$ cat src/rtl/ifu_fetch.sv
// ifu_fetch: PC owner and single-outstanding imem reader feeding IF/ID.
// Define IFU_FAULT_EN to latch imem_rresp errors into if_fault and park in HALT.
module ifu_fetch #(
  parameter int ADDR_W = 32,
  parameter int DATA_W = 32,
  parameter logic [ADDR_W-1:0] RESET_ADDR = 'h8000_0000
) (
  input  logic              clk,
  input  logic              rst_n,
  input  logic              redirect_valid,
  input  logic [ADDR_W-1:0] redirect_pc,
  output logic              imem_arvalid,
  output logic [ADDR_W-1:0] imem_araddr,
  input  logic              imem_arready,
  input  logic              imem_rvalid,
  input  logic [DATA_W-1:0] imem_rdata,
  input  logic [1:0]        imem_rresp,
  output logic              imem_rready,
  output logic [ADDR_W-1:0] if_pc,
  output logic [DATA_W-1:0] if_inst,
  output logic              if_valid,
  input  logic              id_ready,
  output logic              if_fault
);

  localparam logic [DATA_W-1:0] NOP = DATA_W'(32'h0000_0013);

`ifdef IFU_FAULT_EN
  typedef enum logic [2:0] {
    S_IDLE, S_REQ, S_WAIT, S_HOLD, S_HALT
  } state_e;
  logic fault_q;
`else
  typedef enum logic [1:0] {
    S_IDLE, S_REQ, S_WAIT, S_HOLD
  } state_e;
  logic unused_rresp;
  assign unused_rresp = ^imem_rresp;
`endif

  state_e            state_q;
  logic [ADDR_W-1:0] pc_q;
  logic [ADDR_W-1:0] araddr_q;
  logic [ADDR_W-1:0] ifpc_q;
  logic [DATA_W-1:0] inst_q;
  logic              drop_q;
  logic [ADDR_W-1:0] tgt;
  logic [ADDR_W-1:0] pc_inc;

  assign tgt    = {redirect_pc[ADDR_W-1:2], 2'b00};
  assign pc_inc = pc_q + ADDR_W'(4);

  always_ff @(posedge clk) begin
    if (!rst_n) begin
      state_q  <= S_IDLE;
      pc_q     <= RESET_ADDR;
      araddr_q <= RESET_ADDR;
      ifpc_q   <= RESET_ADDR;
      inst_q   <= NOP;
      drop_q   <= 1'b0;
`ifdef IFU_FAULT_EN
      fault_q  <= 1'b0;
`endif
    end else begin
      unique case (state_q)
        S_IDLE: begin
          state_q  <= S_REQ;
          pc_q     <= redirect_valid ? tgt : pc_q;
          araddr_q <= redirect_valid ? tgt : pc_q;
        end
        // araddr is frozen here; a redirect only retargets pc
        S_REQ: begin
          if (redirect_valid) begin
            pc_q   <= tgt;
            drop_q <= 1'b1;
          end
          if (imem_arready) state_q <= S_WAIT;
        end
        S_WAIT: begin
          if (imem_rvalid) begin
            drop_q  <= 1'b0;
            state_q <= S_REQ;
            if (redirect_valid) begin
              pc_q     <= tgt;
              araddr_q <= tgt;
            end else if (drop_q) begin
              araddr_q <= pc_q;
            end else begin
              ifpc_q  <= pc_q;
              state_q <= S_HOLD;
`ifdef IFU_FAULT_EN
              if (imem_rresp != 2'b00) begin
                inst_q  <= NOP;
                fault_q <= 1'b1;
              end else begin
                inst_q  <= imem_rdata;
              end
`else
              inst_q <= imem_rdata;
`endif
            end
          end else if (redirect_valid) begin
            pc_q   <= tgt;
            drop_q <= 1'b1;
          end
        end
        S_HOLD: begin
          if (redirect_valid || id_ready) begin
            state_q  <= S_REQ;
            pc_q     <= redirect_valid ? tgt : pc_inc;
            araddr_q <= redirect_valid ? tgt : pc_inc;
`ifdef IFU_FAULT_EN
            fault_q  <= 1'b0;
            if (fault_q && !redirect_valid) state_q <= S_HALT;
`endif
          end
        end
`ifdef IFU_FAULT_EN
        S_HALT: begin
          if (redirect_valid) begin
            state_q  <= S_REQ;
            pc_q     <= tgt;
            araddr_q <= tgt;
          end
        end
`endif
        default: state_q <= S_IDLE;
      endcase
    end
  end

  assign imem_arvalid = (state_q == S_REQ);
  assign imem_rready  = (state_q == S_WAIT);
  assign if_valid     = (state_q == S_HOLD);
  assign imem_araddr  = araddr_q;
  assign if_pc        = ifpc_q;
  assign if_inst      = inst_q;
`ifdef IFU_FAULT_EN
  assign if_fault     = fault_q;
`else
  assign if_fault     = 1'b0;
`endif

endmodule

$ cat config.mk
export PLATFORM = sky130hd
export DESIGN_NAME = ifu_fetch
export DESIGN_NICKNAME = d
export VERILOG_FILES = /design/src/rtl/ifu_fetch.sv
export SDC_FILE = /design/constraint.sdc
export NUM_CORES = 1
export LEC_CHECK = 0
export CELL_PAD_IN_SITES_DETAIL_PLACEMENT = 0
export CELL_PAD_IN_SITES_GLOBAL_PLACEMENT = 1
export CORE_MARGIN = 1
export CORE_UTILIZATION = 34
export DETAILED_ROUTE_END_ITERATION = 7
export MAX_ROUTING_LAYER = met4
export PLACE_DENSITY_LB_ADDON = 0.25
export SLEW_MARGIN = 10
export SYNTH_ARGS = -nofsm -noshare
export SYNTH_HDL_FRONTEND = slang
export SYNTH_SLANG_ARGS = --single-unit
$ cat constraint.sdc
create_clock -name clk -period 2.45 [get_ports clk]
set_clock_uncertainty 0.1 [all_clocks]
set_input_delay 0.49 -clock clk [delete_from_list [all_inputs] [get_ports clk]]
set_output_delay 0.49 -clock clk [all_outputs]
set_load 0.02 [all_outputs]
==> results.cfg <==
[logic_synthesis]
syn_inst = 743
yosysMostFrequentCell = nand2_1
yosys-top-cells-area = dfxtp_1 45%, nand2_1 11%, a21oi_1 7.7%, nand3_1 3.3%, xor2_1 3.3%
avgSynthCellArea_um2 = 7.915
yosysSeqAreaShare_pct = 44.60
synth_top_area_share_pct = 44.60
yosys.area.top_type = dfxtp_1
ys_warn_count = 0
synth_edf_count = 0
synth_cell_type_count = 60
yosys_register_bits = 131
syn-cell-area_um2 = 5881
synthArstFlopShare_pct = 0
syn_nets = 820
ys.flop_type = dfxtp_1
synth_common_cells = 179 x nand2_1, 131 x dfxtp_1, 91 x a21oi_1

[min_path]
hold_class = input pin to flip-flop
hold_depth = 2

[power_and_ir_drop]
finalPower_mw = 5.919
p_sw_mw = 1.497
p_int_mw = 4.422
clock_power_share_pct = 45.0
ir_drop_mv = 0.5409
leakage_nw = 3.160
p_seq_share_pct = 39.7
p_comb_share_pct = 15.3
power_density_nw_per_um2 = 682.6
switching_share_pct = 25.29

[detailed_routing]
vias = 5961
wl_mm = 18.14
routed.top_layer = met4
via_per_inst = 5.143
wl_met1_mm = 7.947
drtIter0Drc = 409
wl_per_cell_um = 15.65
drcViolationCount = 0
first_pass_iters = 5
ant_nets = 0
wl_met3_um = 887
wl_met2_mm = 9.115

[placed_design]
port_buffers = 166
place_congestion = 0.8661
dp.cells = 1125
pre_cts_slack_ps = -70.30
dp_hpwl_mm = 13.09

[floorplanning]
fp.dieArea_um2 = 17830
die_x_um = 133.5
rows = 47
pin_count = 172
core_region_area_um2 = 16760
initial_core_util_pct = 35.09
die_y_um = 133.5

[grt]
grt_max_degree = 57
antenna_found_initial = 0
first_global_vias = 5892
grt.total_usage_pct = 21.70
gr-total-overflow = 0
grt_pass1_wl_mm = 29.69

[worst_setup_path]
critical_path.slowest_cell = dfxtp_1
required_ps = 1860
crit_fanout = 5
worst-path-buf-inv = 3
worstPathArrival_ps = 1700
reg2regPathDepth = 6
critical_path_class = flip-flop to primary output
cp_cell_sequence = inv_1 -> ha_1 -> buf_4 -> dlygate4sd2_1
crit_path_end_kind = primary output
slowest_delay_ps = 440
worst-path-stages = 4
startpoint_type = flip-flop
critical-path-top-delay-family = buffers and inverters

[timing]
hold_viol = 0
finalCriticalPeriod_ps = 2286
rsz0062_at_grt = false
setup_viol = 0
max_freq_mhz = 437.4
period_share_pct = 93.31
hold_ws_ps = 323.4
setup_slack_ps = 163.9
setup_tns_ps = 0
drv_slew = 0

[cells_and_area]
diodes = 0
stdcell_count = 1159
fin_nets = 1003
drive_gt1_share_pct = 11.50
area_delta_synth_final_pct = 47.45

[clock_network]
cts_made_buffers = 17
cts_tree = yes
path_clk_slew_ps = 60
clock_latency_ps = 420
htree_levels = 4
clock-sinks = 131
ctsRootBufferMaster = clkbuf_16
cts_buffer_depth = 2

[run_status]
status = finished clean

[flow_run]
cap_violations = 0
==> worst paths after layout <==
path | slack [ps] | from | endpoint
worst min-delay path | 320 | rst_n | if_inst[1]
worst min register to register | 350 | if_pc[27] | if_pc[27]
worst max-delay path | 160 | state_q[0] | imem_rready
worst max register to register | 170 | state_q[0] | imem_araddr[22]
==> power by group through the flow <==
stage	logic [mW]	registers, mW	clock network [mW]
floorplan	0.388	2.45	0
global placement	0.895	2.39	0
detailed placement	0.906	2.39	0
CTS	0.911	2.35	2.72
global route	0.984	2.36	2.82
finish	0.906	2.35	2.66
==> state kept, by name, indices dropped and copies added, names as in the netlist <==
name	flops
if_pc	32
pc_q	32
state_q	2
if_inst	32
drop_q	1
imem_araddr	32
==> metal layers <==
layer / vias up / global-route usage [%]
met5: - / -
met4: 0 / 6.755
met3: 17 / 4.376
li1: 2933 / -
met2: 172 / 36.17
met1: 2839 / 26.24
==> cells in the final DEF (no fill, tap or decap), types with 3 or more instances in the layout <==
cell | Yosys | final
nor2b_1 | 3 | 3
nor3_1 | 17 | 16
nor2_1 | 31 | 31
nand2b_1 | 8 | 8
clkinv_2 | 0 | 6
mux2i_1 | 5 | 5
a211oi_1 | 4 | 4
nand2_1 | 179 | 179
a21oi_1 | 91 | 91
bufinv_16 | 0 | 4
buf_4 | 5 | 57
o21ai_0 | 27 | 27
and3_1 | 7 | 7
inv_1 | 5 | 5
clkbuf_16 | 0 | 17
nand3_1 | 39 | 38
nand4_1 | 18 | 18
a221oi_1 | 5 | 5
buf_12 | 0 | 3
o31ai_1 | 14 | 14
dfxtp_1 | 131 | 131
xor2_1 | 22 | 22
clkdlybuf4s50_1 | 0 | 162
xnor2_1 | 15 | 15
nor4_1 | 8 | 8
ha_1 | 5 | 4
a31oi_1 | 4 | 4
o211ai_1 | 5 | 5
==> cell type report <==
type / count / area (µm²)
multi-input cells: 543 / 2984
flip-flops and latches: 131 / 2623
repair buffers: 226 / 2145
clock buffers: 21 / 460.4
inverters: 7 / 26.28
well taps: 220 / 275.3
clock inverters: 11 / 157.7
fillers: 1598 / 8089
==> what timing repair did <==
item,in CTS,in global routing
hold buffers,0,0
buffers inserted,0,2
gates resized for setup,2,3
hold endpoints to repair,0,0
setup endpoints to repair,2,5
==> through the flow <==
stage,utilization [%],area (µm²)
4_1_cts,51.56,8641
5_1_grt,51.74,8671
3_3_place_gp,47.88,8025
6_report,51.74,8671
2_1_floorplan,-,5881
3_5_place_dp,47.88,8025
==> logic make-up (layout without fill, tap and decap cells) <==
| logic type | count (synthesis) | in the layout | synth area share (%) |
|---|---|---|---|
| simple gates | 331 | 331 | 26.23 |
| compound gates | 164 | 164 | 16.43 |
| flops | 131 | 131 | 44.60 |
| buf+inv | 69 | 265 | 5.255 |
| xor+xnor | 37 | 37 | 5.511 |
| fa+ha+maj | 5 | 5 | 1.064 |
| mux | 5 | 5 | 0.8511 |
| other cells | 1 | 1 | 0.06377 |
Power figures use the tool's default switching activity.
